==> config.mk <==
export PLATFORM = sky130hd
export DESIGN_NAME = satalnk_txframe
export DESIGN_NICKNAME = d
export VERILOG_FILES = /design/src/rtl/satalnk_pkg.sv /design/src/rtl/satalnk_scrambler.sv /design/src/rtl/satalnk_txframe.sv
export SDC_FILE = /design/constraint.sdc
export NUM_CORES = 1
export LEC_CHECK = 0
export BUFFER_PORTS_ARGS = -buffer_cell sky130_fd_sc_hd__buf_4
export CELL_PAD_IN_SITES_DETAIL_PLACEMENT = 0
export CELL_PAD_IN_SITES_GLOBAL_PLACEMENT = 2
export CORE_ASPECT_RATIO = 0.9
export CORE_MARGIN = 4
export CORE_UTILIZATION = 36
export CTS_BUF_LIST = sky130_fd_sc_hd__clkbuf_8
export DETAILED_ROUTE_END_ITERATION = 10
export HOLD_SLACK_MARGIN = 0.15
export PLACE_DENSITY = 0.77
export SLEW_MARGIN = 20
export SYNTH_ARGS = -nofsm -noshare
export SYNTH_HDL_FRONTEND = slang
export SYNTH_HIERARCHICAL = 1
export SYNTH_SLANG_ARGS = --single-unit
==> constraint.sdc <==
create_clock -name i_clk -period 3.65 [get_ports i_clk]
set_clock_uncertainty 0.15 [all_clocks]
set_input_delay 0.1825 -clock i_clk [delete_from_list [all_inputs] [get_ports i_clk]]
set_output_delay 0.1825 -clock i_clk [all_outputs]
set_load 0.1 [all_outputs]
==> src/rtl/satalnk_pkg.sv <==
// rtl/satalnk_pkg.sv - shared SATA link-layer primitives, scrambler/CRC constants and state encoding
package satalnk_pkg;

    // 33-bit primitives: {K flag, dword}, byte 0 (the K character) in bits [31:24]
    localparam logic [32:0] PRIM_SOF   = 33'h17cb53737;
    localparam logic [32:0] PRIM_EOF   = 33'h17cb5d5d5;
    localparam logic [32:0] PRIM_HOLD  = 33'h17caad5d5;
    localparam logic [32:0] PRIM_HOLDA = 33'h17caa9595;
    localparam logic [32:0] PRIM_SYNC  = 33'h17c95b5b5;
    localparam logic [32:0] PRIM_ALIGN = 33'h1bc4a4a7b;
    localparam logic [32:0] PRIM_CONT  = 33'h17caa9999;

    // Scrambler: x^16 + x^15 + x^13 + x^4 + 1, reseeded at every SOF
    localparam logic [15:0] SCR_SEED_DEFAULT = 16'hffff;
    localparam logic [15:0] SCR_POLY_DEFAULT = 16'ha011;

    // Frame CRC: CRC-32 polynomial with the SATA seed
    localparam logic [31:0] CRC_SEED_DEFAULT = 32'h52325032;
    localparam logic [31:0] CRC_POLY_DEFAULT = 32'h04c11db7;

    typedef enum logic [2:0] {
        ST_IDLE = 3'd0,
        ST_SOF  = 3'd1,
        ST_DATA = 3'd2,
        ST_CRC  = 3'd3,
        ST_EOF  = 3'd4
    } txf_state_t;

    // Reverse the byte order of a dword
    function automatic logic [31:0] byte_swap32(input logic [31:0] w);
        return {w[7:0], w[15:8], w[23:16], w[31:24]};
    endfunction

endpackage

==> src/rtl/satalnk_scrambler.sv <==
// rtl/satalnk_scrambler.sv - 16-bit Galois LFSR scrambler producing one 32-bit mask per dword
module satalnk_scrambler
    import satalnk_pkg::*;
#(
    parameter bit          OPT_LITTLE_ENDIAN = 1'b0,
    parameter logic [15:0] INITIAL_SCRAMBLER = SCR_SEED_DEFAULT,
    parameter logic [15:0] SCRAMBLER_POLY    = SCR_POLY_DEFAULT
) (
    input  logic        clk,
    input  logic        reset_n,
    input  logic        reload,
    input  logic        advance,
    output logic [31:0] mask
);

    logic [15:0] fill;
    logic [15:0] fill_walk;
    logic [31:0] serial_bits;

    // Walk the LFSR 32 steps: emitted bits form this dword's mask, end state is the next fill
    always_comb begin
        fill_walk   = fill;
        serial_bits = '0;
        for (int i = 0; i < 32; i++) begin
            serial_bits[i] = fill_walk[15];
            fill_walk      = {fill_walk[14:0], 1'b0} ^ (fill_walk[15] ? SCRAMBLER_POLY : 16'h0000);
        end
    end

    // Bit 0 is the first serial output; big-endian byte order puts that byte in [31:24]
    assign mask = OPT_LITTLE_ENDIAN ? serial_bits : byte_swap32(serial_bits);

    // LFSR state: seeded on reset and reload, steps a whole dword on advance
    always_ff @(posedge clk or negedge reset_n) begin
        if (!reset_n) begin
            fill <= INITIAL_SCRAMBLER;
        end else if (reload) begin
            fill <= INITIAL_SCRAMBLER;
        end else if (advance) begin
            fill <= fill_walk;
        end
    end

endmodule

==> src/rtl/satalnk_txframe.sv <==
// rtl/satalnk_txframe.sv - SATA link TX framer (SOF, scrambled payload, scrambled CRC, EOF); SATALNK_TXHOLD_EN enables HOLDA on peer HOLD
module satalnk_txframe
    import satalnk_pkg::*;
#(
    parameter bit          OPT_LITTLE_ENDIAN = 1'b0,
    parameter logic [15:0] INITIAL_SCRAMBLER = SCR_SEED_DEFAULT,
    parameter logic [15:0] SCRAMBLER_POLY    = SCR_POLY_DEFAULT,
    parameter logic [31:0] INITIAL_CRC       = CRC_SEED_DEFAULT,
    parameter logic [31:0] CRC_POLY          = CRC_POLY_DEFAULT,
    parameter logic [32:0] P_SOF             = PRIM_SOF,
    parameter logic [32:0] P_EOF             = PRIM_EOF,
    parameter logic [32:0] P_HOLD            = PRIM_HOLD,
    parameter logic [32:0] P_HOLDA           = PRIM_HOLDA,
    parameter logic [32:0] P_SYNC            = PRIM_SYNC
) (
    input  logic        i_clk,
    input  logic        i_reset_n,
    input  logic        i_start,
    input  logic        i_abort,
    input  logic [32:0] i_idle_prim,
    input  logic        i_remote_hold,
    input  logic        s_valid,
    output logic        s_ready,
    input  logic [31:0] s_data,
    input  logic        s_last,
    input  logic        i_dn_ready,
    output logic [32:0] o_data,
    output logic        o_busy,
    output logic        o_done
);

    txf_state_t  state;
    txf_state_t  state_next;
    logic [31:0] crc;
    logic [31:0] crc_next;
    logic [31:0] scr_mask;
    logic [32:0] data_next;
    logic        scr_advance;
    logic        scr_reload;
    logic        done_next;
    logic        hold_active;
    logic        abort_now;
    logic        transfer;

    // MSB-first CRC-32 over one dword, no reflection and no final inversion
    function automatic logic [31:0] crc_step(input logic [31:0] c_in, input logic [31:0] d);
        logic [31:0] c;
        c = c_in;
        for (int i = 31; i >= 0; i--) begin
            c = {c[30:0], 1'b0} ^ ((c[31] ^ d[i]) ? CRC_POLY : 32'h0000_0000);
        end
        return c;
    endfunction

`ifdef SATALNK_TXHOLD_EN
    assign hold_active = i_remote_hold;
`else
    logic unused_remote_hold;
    assign unused_remote_hold = i_remote_hold;
    assign hold_active        = 1'b0;
`endif

    // Abort only matters once a frame is under way
    assign abort_now = i_abort && (state != ST_IDLE);

    // Payload is taken only in DATA when the link is moving, not held by the peer, and not aborting
    assign s_ready  = i_dn_ready && (state == ST_DATA) && !hold_active && !i_abort;
    assign transfer = s_valid && s_ready;
    assign o_busy   = (state != ST_IDLE);

    satalnk_scrambler #(
        .OPT_LITTLE_ENDIAN (OPT_LITTLE_ENDIAN),
        .INITIAL_SCRAMBLER (INITIAL_SCRAMBLER),
        .SCRAMBLER_POLY    (SCRAMBLER_POLY)
    ) u_scrambler (
        .clk     (i_clk),
        .reset_n (i_reset_n),
        .reload  (scr_reload),
        .advance (scr_advance),
        .mask    (scr_mask)
    );

    // State register
    always_ff @(posedge i_clk or negedge i_reset_n) begin
        if (!i_reset_n) begin
            state <= ST_IDLE;
        end else begin
            state <= state_next;
        end
    end

    // Next-state: the frame only moves when the ALIGN stage takes a word
    always_comb begin
        state_next = state;
        if (i_dn_ready) begin
            if (abort_now) begin
                state_next = ST_IDLE;
            end else begin
                case (state)
                    ST_IDLE: if (i_start) state_next = ST_SOF;
                    ST_SOF:  state_next = ST_DATA;
                    ST_DATA: if (transfer && s_last) state_next = ST_CRC;
                    ST_CRC:  state_next = ST_EOF;
                    ST_EOF:  state_next = ST_IDLE;
                    default: state_next = ST_IDLE;
                endcase
            end
        end
    end

    // Outputs: next word to the ALIGN stage plus scrambler/CRC control
    always_comb begin
        data_next   = o_data;
        crc_next    = crc;
        scr_advance = 1'b0;
        scr_reload  = 1'b0;
        done_next   = 1'b0;
        if (i_dn_ready) begin
            if (abort_now) begin
                data_next = P_SYNC;
            end else begin
                case (state)
                    ST_IDLE: begin
                        data_next = i_idle_prim;
                        if (i_start) begin
                            scr_reload = 1'b1;
                            crc_next   = INITIAL_CRC;
                        end
                    end
                    ST_SOF: begin
                        data_next = P_SOF;
                    end
                    ST_DATA: begin
                        if (hold_active) begin
                            data_next = P_HOLDA;
                        end else if (!s_valid) begin
                            data_next = P_HOLD;
                        end else begin
                            data_next   = {1'b0, s_data ^ scr_mask};
                            crc_next    = crc_step(crc, s_data);
                            scr_advance = 1'b1;
                        end
                    end
                    ST_CRC: begin
                        data_next   = {1'b0, crc ^ scr_mask};
                        scr_advance = 1'b1;
                    end
                    ST_EOF: begin
                        data_next = P_EOF;
                        done_next = 1'b1;
                    end
                    default: begin
                        data_next = P_SYNC;
                    end
                endcase
            end
        end
    end

    // Output word, running CRC and completion pulse
    always_ff @(posedge i_clk or negedge i_reset_n) begin
        if (!i_reset_n) begin
            o_data <= P_SYNC;
            crc    <= INITIAL_CRC;
            o_done <= 1'b0;
        end else begin
            o_data <= data_next;
            crc    <= crc_next;
            o_done <= done_next;
        end
    end

endmodule

# After elaboration in Yosys (flattened, before gate mapping)
# Index checks and enable logic that the tools add are counted.
dict set report classes {
  eq_ne 8
  muxes 87
  bitwise 99
  n_reduce_logical 12
}
# op count
set ops {}
lappend ops {{$xor A32 B27 Y32} 32}
lappend ops {{$mux W27} 32}
lappend ops {{$mux W16} 34}
lappend ops {{$xor A16 B16 Y16} 32}
lappend ops {{$pmux W33 S5} 1}
lappend ops {{$mux W33} 2}
lappend ops {{$mux W32} 2}
lappend ops {{$pmux W32 S2} 1}
lappend ops {{$xor A32 B32 Y32} 2}
lappend ops {{$xor A1 B1 Y1} 32}
lappend ops {{$pmux W3 S4} 1}
lappend ops {{$mux W1} 10}
lappend ops {{$mux W3} 3}
lappend ops {{$eq A3 B2 Y1 const B} 2}
lappend ops {{$logic_and A1 B1 Y1} 5}
lappend ops {{$reduce_and A5 Y1} 1}
lappend ops {{$ne A2 B2 Y1 const B} 2}
lappend ops {{$reduce_bool A2 Y1} 2}
lappend ops {{$eq A3 B1 Y1 const B} 1}
lappend ops {{$eq A3 B3 Y1 const B} 1}
lappend ops {{$logic_not A3 Y1} 1}
lappend ops {{$ne A3 B2 Y1 const B} 1}
lappend ops {{$ne A3 B3 Y1 const B} 1}
lappend ops {{$reduce_and A3 Y1} 1}
lappend ops {{other kinds (4)} 4}
dict set report word_totals {
  regBits 85
  out_inout_bits 36
}

# Logic depth before layout (Yosys ltp)
# Gate-level depths: netlist (run 1).
dict set report logic_depth {
  depth_word 98
  depth_mapped 12
  ltp_nobuf 11
}

# Cells and area by module
# Netlist (run 1), hierarchy kept.
# mod n_inst cells_each area_per_inst_um2
set modules_own_cells {}
lappend modules_own_cells {satalnk_txframe 1 655 6745.2}
lappend modules_own_cells {satalnk_scrambler 1 194 2169.6}

# Worst setup path before layout (run 1)
# OpenSTA, ideal clock, no wires.
dict set report synth_timing {
  path_type {register to register}
  startpoint {register crc[28]}
  endpoint {register crc[8]}
  setup_time_ns 0.129
  arrival_ns 3.386
  setup_slack_ns -0.016
  stages_incl_launch_ff 10
  path_buffers 0
  path_cell_list {dfstp_2 -> xnor2_4 -> xnor3_2 -> xnor3_2 -> xnor2_4 -> xor3_2 -> xnor3_2 -> xor2_2 -> xor2_1 -> o21ai_1}
}
dict set report synth_between {
  elab_chain_cells 44
  elab_cells_between_ends 66
  cone_classes {mux (18); bitwise (48)}
}
# item line
set synth_rtl {}
lappend synth_rtl {{start: declaration} satalnk_txframe.sv:34} ;# logic [31:0] crc;
lappend synth_rtl {{start signal: assignment} satalnk_txframe.sv:168} ;# crc <= crc_next;
lappend synth_rtl {{$xor A32 B27 Y32 (*) (3 in series)} satalnk_txframe.sv:50} ;# c = {c[30:0], 1'b0} ^ ((c[31] ^ d[i]) ? CRC_POLY : 32'h0000_0000);
lappend synth_rtl {{$xor A1 B1 Y1 (*)} satalnk_txframe.sv:50}
lappend synth_rtl {{$mux W27 (*)} satalnk_txframe.sv:50}
lappend synth_rtl {{$xor A32 B27 Y32 (*) (6 in series)} satalnk_txframe.sv:50}
lappend synth_rtl {{$xor A1 B1 Y1 or $xor A32 B27 Y32 (tied branches)} satalnk_txframe.sv:50}
lappend synth_rtl {{$mux W27 or $xor A32 B27 Y32 (tied branches)} satalnk_txframe.sv:50}
lappend synth_rtl {{$xor A32 B27 Y32 (*) (6 in series)} satalnk_txframe.sv:50}
lappend synth_rtl {{$xor A1 B1 Y1 or $xor A32 B27 Y32 (tied branches)} satalnk_txframe.sv:50}
lappend synth_rtl {{(+7 left out)} n/a}
lappend synth_rtl {{$xor A1 B1 Y1 or $xor A32 B27 Y32 (tied branches)} satalnk_txframe.sv:50}
lappend synth_rtl {{$mux W27 or $xor A32 B27 Y32 (tied branches)} satalnk_txframe.sv:50}
lappend synth_rtl {{$xor A32 B27 Y32 (*) (6 in series)} satalnk_txframe.sv:50}
lappend synth_rtl {{$xor A1 B1 Y1 or $xor A32 B27 Y32 (tied branches)} satalnk_txframe.sv:50}
lappend synth_rtl {{$mux W27 or $xor A32 B27 Y32 (tied branches)} satalnk_txframe.sv:50}
lappend synth_rtl {{$xor A32 B27 Y32 (*) (5 in series)} satalnk_txframe.sv:50}
lappend synth_rtl {{$mux W32 (*)} satalnk_txframe.sv:136} ;# end else if (!s_valid) begin
lappend synth_rtl {{$pmux W32 S2 (*)} satalnk_txframe.sv:122} ;# case (state)
# Mark *: on every way between the ends. The rest lies on a longest branch, timed or not. The select of a mux whose other input is x is not followed.
# A chain may end at the register's enable or synchronous reset.

# Worst setup path in the final report (run 1)
dict set report layout_timing {
  startpoint {register u_scrambler.fill[4]}
  endpoint {register o_data[5]}
}
dict set report layout_between {
  elab_chain_cells 51
  elab_cells_between_ends 52
  cone_classes {mux (21); bitwise (31)}
}
# item line
set layout_rtl {}
lappend layout_rtl {{start: declaration} satalnk_scrambler.sv:16} ;# logic [15:0] fill;
lappend layout_rtl {{start signal: assignment} satalnk_scrambler.sv:40} ;# fill <= fill_walk;
lappend layout_rtl {{$xor A16 B16 Y16 (*) (11 in series)} satalnk_scrambler.sv:26} ;# fill_walk = {fill_walk[14:0], 1'b0} ^ (fill_walk[15] ? SCRAMBLER_POLY : 16'h0000);
lappend layout_rtl {{$mux W16 (*)} satalnk_scrambler.sv:26}
lappend layout_rtl {{$xor A16 B16 Y16 (*)} satalnk_scrambler.sv:26}
lappend layout_rtl {{$mux W16} satalnk_scrambler.sv:26}
lappend layout_rtl {{$xor A16 B16 Y16 (*)} satalnk_scrambler.sv:26}
lappend layout_rtl {{$mux W16} satalnk_scrambler.sv:26}
lappend layout_rtl {{$xor A16 B16 Y16 (*)} satalnk_scrambler.sv:26}
lappend layout_rtl {{$mux W16} satalnk_scrambler.sv:26}
lappend layout_rtl {{(+11 left out)} n/a}
lappend layout_rtl {{named net scr_mask[12]} satalnk_txframe.sv:36} ;# logic [31:0] scr_mask;
lappend layout_rtl {{(+15 left out)} n/a}
lappend layout_rtl {{$xor A16 B16 Y16 (*)} satalnk_scrambler.sv:26}
lappend layout_rtl {{$mux W16} satalnk_scrambler.sv:26}
lappend layout_rtl {{$xor A16 B16 Y16 (*)} satalnk_scrambler.sv:26}
lappend layout_rtl {{named net scr_mask[5]} satalnk_txframe.sv:36}
lappend layout_rtl {{$xor A32 B32 Y32} satalnk_txframe.sv:139} ;# data_next = {1'b0, s_data ^ scr_mask};
lappend layout_rtl {{$mux W33} satalnk_txframe.sv:136}
lappend layout_rtl {{$pmux W33 S5 (*)} satalnk_txframe.sv:122}
lappend layout_rtl {{$mux W33 (*)} satalnk_txframe.sv:119} ;# if (abort_now) begin
lappend layout_rtl {{end signal: assignment} satalnk_txframe.sv:167} ;# o_data <= data_next;
lappend layout_rtl {{end: declaration} satalnk_txframe.sv:27} ;# output logic [32:0] o_data,
# The timed path passes the listed nets; every way through them passes the cells marked *.

==> reports/summary.txt, run 1 <==
fraction of registers with async set/reset: 100.0%
crit end category: flop
CTS Sinks: 85
Rel. slew slack: 37.31%
area fraction in compound gates after synthesis: 12.17%
DRC viols: 0
Simple-Gate Fraction of Synth Area: 6.161%
sum of negative setup slack: 0 ns
gp weighted congestion: 0.9357
row count: 54
ys flop type: dfstp_2
DR WL/cell: 22.32 µm
# setup viols final: 0
All-Layer GR Usage: 24.14%
XOR/XNOR Fraction of Synth Area: 54.57%
dpl hpwl: 26930 µm
Reg2Reg Setup Slack: 0.002 ns
number of global-route vias before repair: 7518
H-Tree Depth: 3
flops & latches, synth: 85
CP Buf/Inv Count: 2
syn avg cell area: 10.50 µm²
post-synthesis instance total: 849
top cells by area, synth: xnor2_1 (24%), dfstp_2 (14%), dfrtp_1 (11%)
via count: 7578
Seq/Total Area, Yosys: 24.52%
Post-synth EDFFs: 0
Ports: 109
Starting DRT DRC Count: 723
main combinational cell family by area after synthesis: XOR/XNOR gates
Core ar.: 24320 µm²
max capacitance violation total: 0
Worst Path Required: 3.81 ns
unique cell type count in the Yosys netlist: 53
Initial Utilization: 36.65%
multiplexer area fraction after synthesis: 0.1123%
Post-Route WL: 33810 µm
deepest clock path buffer count: 2
share of cells above drive strength 1: 43.50%
Pre-antenna DRT Iters: 7
total global routing overflow: 0
post-DR vias/cell: 5.002
Crit Path Max Fanout: 6
Chip Height: 157.3 µm
post-synth top area share: 23.58%
Worst path max stage delay: 0.64 ns
CP cell instances: xnor2_2 -> xnor3_2 -> xor2_4 -> xnor3_1 -> xor3_2 -> buf_4 -> xnor2_2 -> xor2_1 -> buf_4 -> a221o_1 -> nand2_1 -> a31oi_1
worst skew pair latency: 0.39 ns
number of hold violations in the final report: 0
Post-Syn Area: 8915 µm²
die area: 27350 µm²
TritonCTS clock tree: done
first-pass GRT wire length: 48790 µm
crit path launch type: flop
unrepaired setup endpoints after global routing: yes
cell family with most CP delay: XOR/XNOR gates
fin nets: 1275
Syn Nets: 922
crit path DAT: 3.81 ns
Final Max Slew Viols: 0
Worst Max-Slew Pin Slew: 0.9403 ns
port bufs: 107
post-synthesis adder-cell area fraction: 0%
Inserted Clock Buffers: 9
Clock transition at path regs: 0.10 ns
initial antenna violation count: 0
Core Util, Final: 53.59%
Die W: 173.9 µm
status: finished, final reports clean
Post-DRT Antenna Nets: 0
largest net degree at the start of global routing: 68
Hold Path Class: input port to flop
most area-hungry cell type in the Yosys netlist: xnor2_1
Synth warnings: 6
Setup CP Type: flop to flop
post-route minimum period: 3.648 ns
period utilization: 99.95%
Area growth syn-to-layout: 46.22%
Slowest-stage cell, CP: dfstp_2
clk root buf: clkbuf_8
n_diodes: 0
fmax: 274.1 MHz
## metrics by stage
step	hold slack, ns	instance area (µm²)	std cells	setup WS, ns
after CTS	0.1566	12300	1488	0.001731
after detailed placement	0.2345	11410	1416	-0.2736
after global routing	0.1703	13040	1515	-0.1024
after global placement	0.2293	11410	1416	-0.2503
after floorplan	-0.2631	8922	849	0.02980
final	0.1559	13040	1515	0.001710
## cell usage in the layout, fill, tap and decap left out, types with 25 or more instances in the layout
| cell | instances |
|---|---|
| dfrtp_1 | 37 |
| xnor3_1 | 27 |
| dlygate4sd3_1 | 54 |
| dfstp_2 | 47 |
| xnor2_1 | 199 |
| xnor2_2 | 47 |
| buf_4 | 326 |
| xnor3_2 | 25 |
| o21ai_0 | 38 |
| a21oi_1 | 37 |
| nand2_1 | 37 |
| xor2_1 | 69 |
| nor2_1 | 70 |
## flip-flops by register name, indices dropped and copies added (netlist names)
| name | count |
|---|---|
| o_data | 33 |
| crc | 32 |
| u_scrambler/fill | 16 |
| state | 3 |
| o_done | 1 |
## cells by family after synthesis
| group | Yosys count |
|---|---|
| AO/OA/AOI/OAI | 162 |
| XOR/XNOR | 419 |
| buffers and inverters | 51 |
| flip-flops | 85 |
| multiplexers | 1 |
| AND/OR/NAND/NOR | 131 |
## worst min-delay path, stage by stage
cell and delay (ns):
buf_4 0.11, xnor2_1 0.11, a21oi_1 0.08, a211oi_2 0.14, nor2_1 0.06
## path summary, 6_finish.rpt
check	start	endpoint	depth (start not counted)
worst max-delay path	u_scrambler/fill[4]$_DFFE_PN1P_	o_data[5]$_DFFE_PN1P_	12
worst min-delay path	s_data[4]	o_data[4]$_DFFE_PN1P_	5
worst max register to register	u_scrambler/fill[4]$_DFFE_PN1P_	o_data[5]$_DFFE_PN1P_	12
worst min register to register	o_data[23]$_DFFE_PN1P_	o_data[23]$_DFFE_PN1P_	2
max in group asynchronous	i_reset_n	o_data[32]$_DFFE_PN1P_	3
min in group asynchronous	i_reset_n	o_data[24]$_DFFE_PN0P_	2
## timing repair
action | CTS | global route
resized for setup | 20 | 80
hold endpoints to repair | 72 | 0
hold buffers | 54 | 0
endpoints found under the setup margin | 23 | 34
setup buffers | 2 | 27
pin swaps | 6 | 36
## cells in the mapped netlist (3+ instances only)
master	n
a2111oi_0	3
a211o_1	3
a211oi_1	13
a21o_1	3
a21oi_1	38
a221o_1	8
a221oi_1	4
a22oi_1	8
a31oi_1	4
and3_1	3
buf_4	5
clkbuf_1	34
dfrtp_1	38
dfstp_2	47
inv_1	8
nand2_1	37
nor2_1	70
nor3_1	7
o21ai_0	38
o21ai_1	5
o221ai_1	8
o22a_1	3
o2bb2ai_1	13
o31a_1	3
or3_1	3
xnor2_1	240
xnor2_2	14
xnor2_4	8
xnor3_1	40
xnor3_2	12
xor2_1	90
xor2_2	4
xor3_1	6
## cell type report
| class | count | area [µm²] |
|---|---|---|
| Clock buffer | 10 | 137.6 |
| Clock inverter | 6 | 47.55 |
| Tap cell | 308 | 385.4 |
| Inverter | 8 | 33.78 |
| Sequential cell | 85 | 2187 |
| Multi-Input combinational cell | 713 | 7191 |
| Fill cell | 2198 | 11290 |
| Timing Repair Buffer | 385 | 3053 |
## per-layer routing
| layer | vias up | routed length [µm] | part of all wire (%) | global-route usage [%] |
|---|---|---|---|---|
| met5 | - | 0 | 0 | 0 |
| met4 | 0 | 548 | 1.6 | 4.900 |
| met3 | 21 | 2135 | 6.3 | 3.410 |
| met2 | 284 | 14380 | 43 | 35.61 |
| met1 | 3701 | 16750 | 50 | 37.64 |
| li1 | 3572 | - | - | - |
Power of run 1 is not shown: default switching activity piles up to over one toggle a cycle in this logic, so the estimate is an artifact.
==> run 2: changes to the inputs <==
--- a/config.mk
+++ b/config.mk
@@ -10,11 +10,11 @@
 export CELL_PAD_IN_SITES_GLOBAL_PLACEMENT = 2
 export CORE_ASPECT_RATIO = 0.9
 export CORE_MARGIN = 4
-export CORE_UTILIZATION = 36
+export CORE_UTILIZATION = 40
 export CTS_BUF_LIST = sky130_fd_sc_hd__clkbuf_8
 export DETAILED_ROUTE_END_ITERATION = 10
 export HOLD_SLACK_MARGIN = 0.15
-export PLACE_DENSITY = 0.77
+export PLACE_DENSITY_LB_ADDON = 0.1
 export SLEW_MARGIN = 20
 export SYNTH_ARGS = -nofsm -noshare
 export SYNTH_HDL_FRONTEND = slang
==> constraint.sdc (replaced) <==
create_clock -name i_clk -period 4.3 [get_ports i_clk]
set_clock_uncertainty 0.15 [all_clocks]
set_input_delay 0.215 -clock i_clk [delete_from_list [all_inputs] [get_ports i_clk]]
set_output_delay 0.215 -clock i_clk [all_outputs]
set_load 0.1 [all_outputs]
==> reports/summary.txt, run 2 (synthesis gave the netlist of run 1 again) <==
Post-DRT Antenna Nets: 0
max capacitance violation total: 0
H-Tree Depth: 3
WHS Endpoint: o_data[24]$_DFFE_PN0P_
Hold Path Class: input port to flop
Worst Max-Slew Pin Slew: 0.9770 ns
reg2reg path depth: 12
Clock transition at path regs: 0.11 ns
CP cell instances: xnor3_1 -> xor3_1 -> xor2_1 -> xnor3_1 -> xor3_2 -> xor2_1 -> xnor2_1 -> buf_4 -> xnor2_1 -> a21oi_1 -> a211oi_1 -> nor2_1
period utilization: 95.80%
first-pass GRT wire length: 47020 µm
gp weighted congestion: 0.9192
Core ar.: 21760 µm²
Ports: 109
deepest clock path buffer count: 2
fillcell total: 2058
status: finished, final reports clean
unrepaired setup endpoints after global routing: no
Worst Path Required: 4.47 ns
Slowest-stage cell, CP: dfstp_2
Post-DP Area: 10450 µm²
Hold Path Stages: 4
initial antenna violation count: 0
Crit Path Max Fanout: 7
Rel. slew slack: 34.63%
crit path DAT: 4.29 ns
sum of negative setup slack: 0 ns
reg2reg start: u_scrambler/fill[14]$_DFFE_PN1P_
# setup viols final: 0
fin nets: 1123
crit end category: flop
total global routing overflow: 0
TritonCTS clock tree: done
commonest cells after routing, fill and taps aside: xnor2_1 (240), buf_4 (181), xor2_1 (90)
max FFs per register: 33
top flop regs: o_data: 33 flops, crc: 32 flops, u_scrambler/fill: 16 flops
Post-Route WL: 31820 µm
origin of the worst min-delay path: s_data[24]
CTS resizes: 0
number of hold violations in the final report: 0
Die W: 165.4 µm
CTS Sinks: 85
clk root buf: clkbuf_8
Reg2Reg Setup Slack: 0.18 ns
Area growth syn-to-layout: 25.59%
Top reg by flops: o_data
port bufs: 107
number of global-route vias before repair: 7068
DRC viols: 0
fmax: 242.7 MHz
row count: 51
crit path launch type: flop
die area: 24740 µm²
Chip Height: 149.6 µm
post-route minimum period: 4.120 ns
Final Max Slew Viols: 0
Inserted Clock Buffers: 9
Initial Utilization: 40.97%
Worst path max stage delay: 0.66 ns
n_diodes: 0
dpl hpwl: 25600 µm
commonest non-fill, non-tap cell in the layout: xnor2_1
sequential cell area: 2186 µm²
post-DR vias/cell: 5.218
via count: 7023
Reg-to-Reg End: o_data[4]$_DFFE_PN1P_
DR WL/cell: 23.64 µm
share of cells above drive strength 1: 27.68%
Pre-antenna DRT Iters: 5
Setup CP Type: flop to flop
largest net degree at the start of global routing: 55
cell area after layout: 11200 µm²
Starting DRT DRC Count: 543
All-Layer GR Usage: 26.11%
worst skew pair latency: 0.40 ns
multi-input logic area: 6526 µm²
## run 2: cell types whose count changed in the layout (fill, tap and decap cells not counted), moves of 6 or more
cell     change
buf_4      -145
xnor2_1     +41
xnor2_2     -33
xnor2_4      -8
xnor3_1     +13
xnor3_2     -13
xor2_1      +21
xor2_2      -15
xor2_4       -6
## run 2: worst max-delay path: cells and delay by family, from the launching register on
family	cells	cell delay, ns
AO/OA/AOI/OAI	2	0.34
XOR/XNOR	8	2.59
AND/OR/NAND/NOR	1	0.08
buffers and inverters	1	0.22
flip-flops	1	0.66
## run 2: how the worst max path moves through the flow
stage / start / endpoint / slack, ns
global placement: crc[28]$_DFFE_PN1P_ / crc[19]$_DFFE_PN0P_ / 0.28
global route: u_scrambler/fill[14]$_DFFE_PN1P_ / o_data[4]$_DFFE_PN1P_ / 0.002
detailed placement: u_scrambler/fill[14]$_DFFE_PN1P_ / o_data[4]$_DFFE_PN1P_ / 0.21
CTS: u_scrambler/fill[14]$_DFFE_PN1P_ / o_data[13]$_DFFE_PN1P_ / 0.10
finish: u_scrambler/fill[14]$_DFFE_PN1P_ / o_data[4]$_DFFE_PN1P_ / 0.18
floorplan: crc[28]$_DFFE_PN1P_ / crc[8]$_DFFE_PN0P_ / 0.63
## run 2: through the flow
stage	cells	hold WS (ns)	worst slack, ns	util [%]
after CTS	1344	0.1532	0.1033	51.38
after global placement	1276	0.1561	0.2844	48.02
after global routing	1346	0.1940	0.002147	51.45
after detailed placement	1276	0.1657	0.2110	48.02
after floorplan	849	-0.2306	0.6344	-
final	1346	0.1570	0.1804	51.45
## run 2: final cells by class
| class | count | area share (%) |
|---|---|---|
| clock buffer | 9 | 1.106 |
| multi-input combinational | 713 | 58.29 |
| sequential | 85 | 19.52 |
| tap | 291 | 3.252 |
| timing repair buffer | 233 | 16.79 |
| inverter | 8 | 0.2682 |
| clock inverter | 7 | 0.7711 |
## run 2: layer usage
layer / GRT usage [%] / vias to the layer above / wire length (µm)
li1: - / 3269 / -
met1: 41.50 / 3502 / 15990
met5: 0 / - / 0
met3: 3.608 / 21 / 1843
met2: 37.69 / 231 / 13490
met4: 5.237 / 0 / 494
## run 2: what timing repair did
item                                   CTS  global route
endpoints found under the hold margin   87             0
setup endpoints to repair                0             2
hold buffers                            52             0
setup buffers                            0             2
Power of run 2 is left out for the same reason.
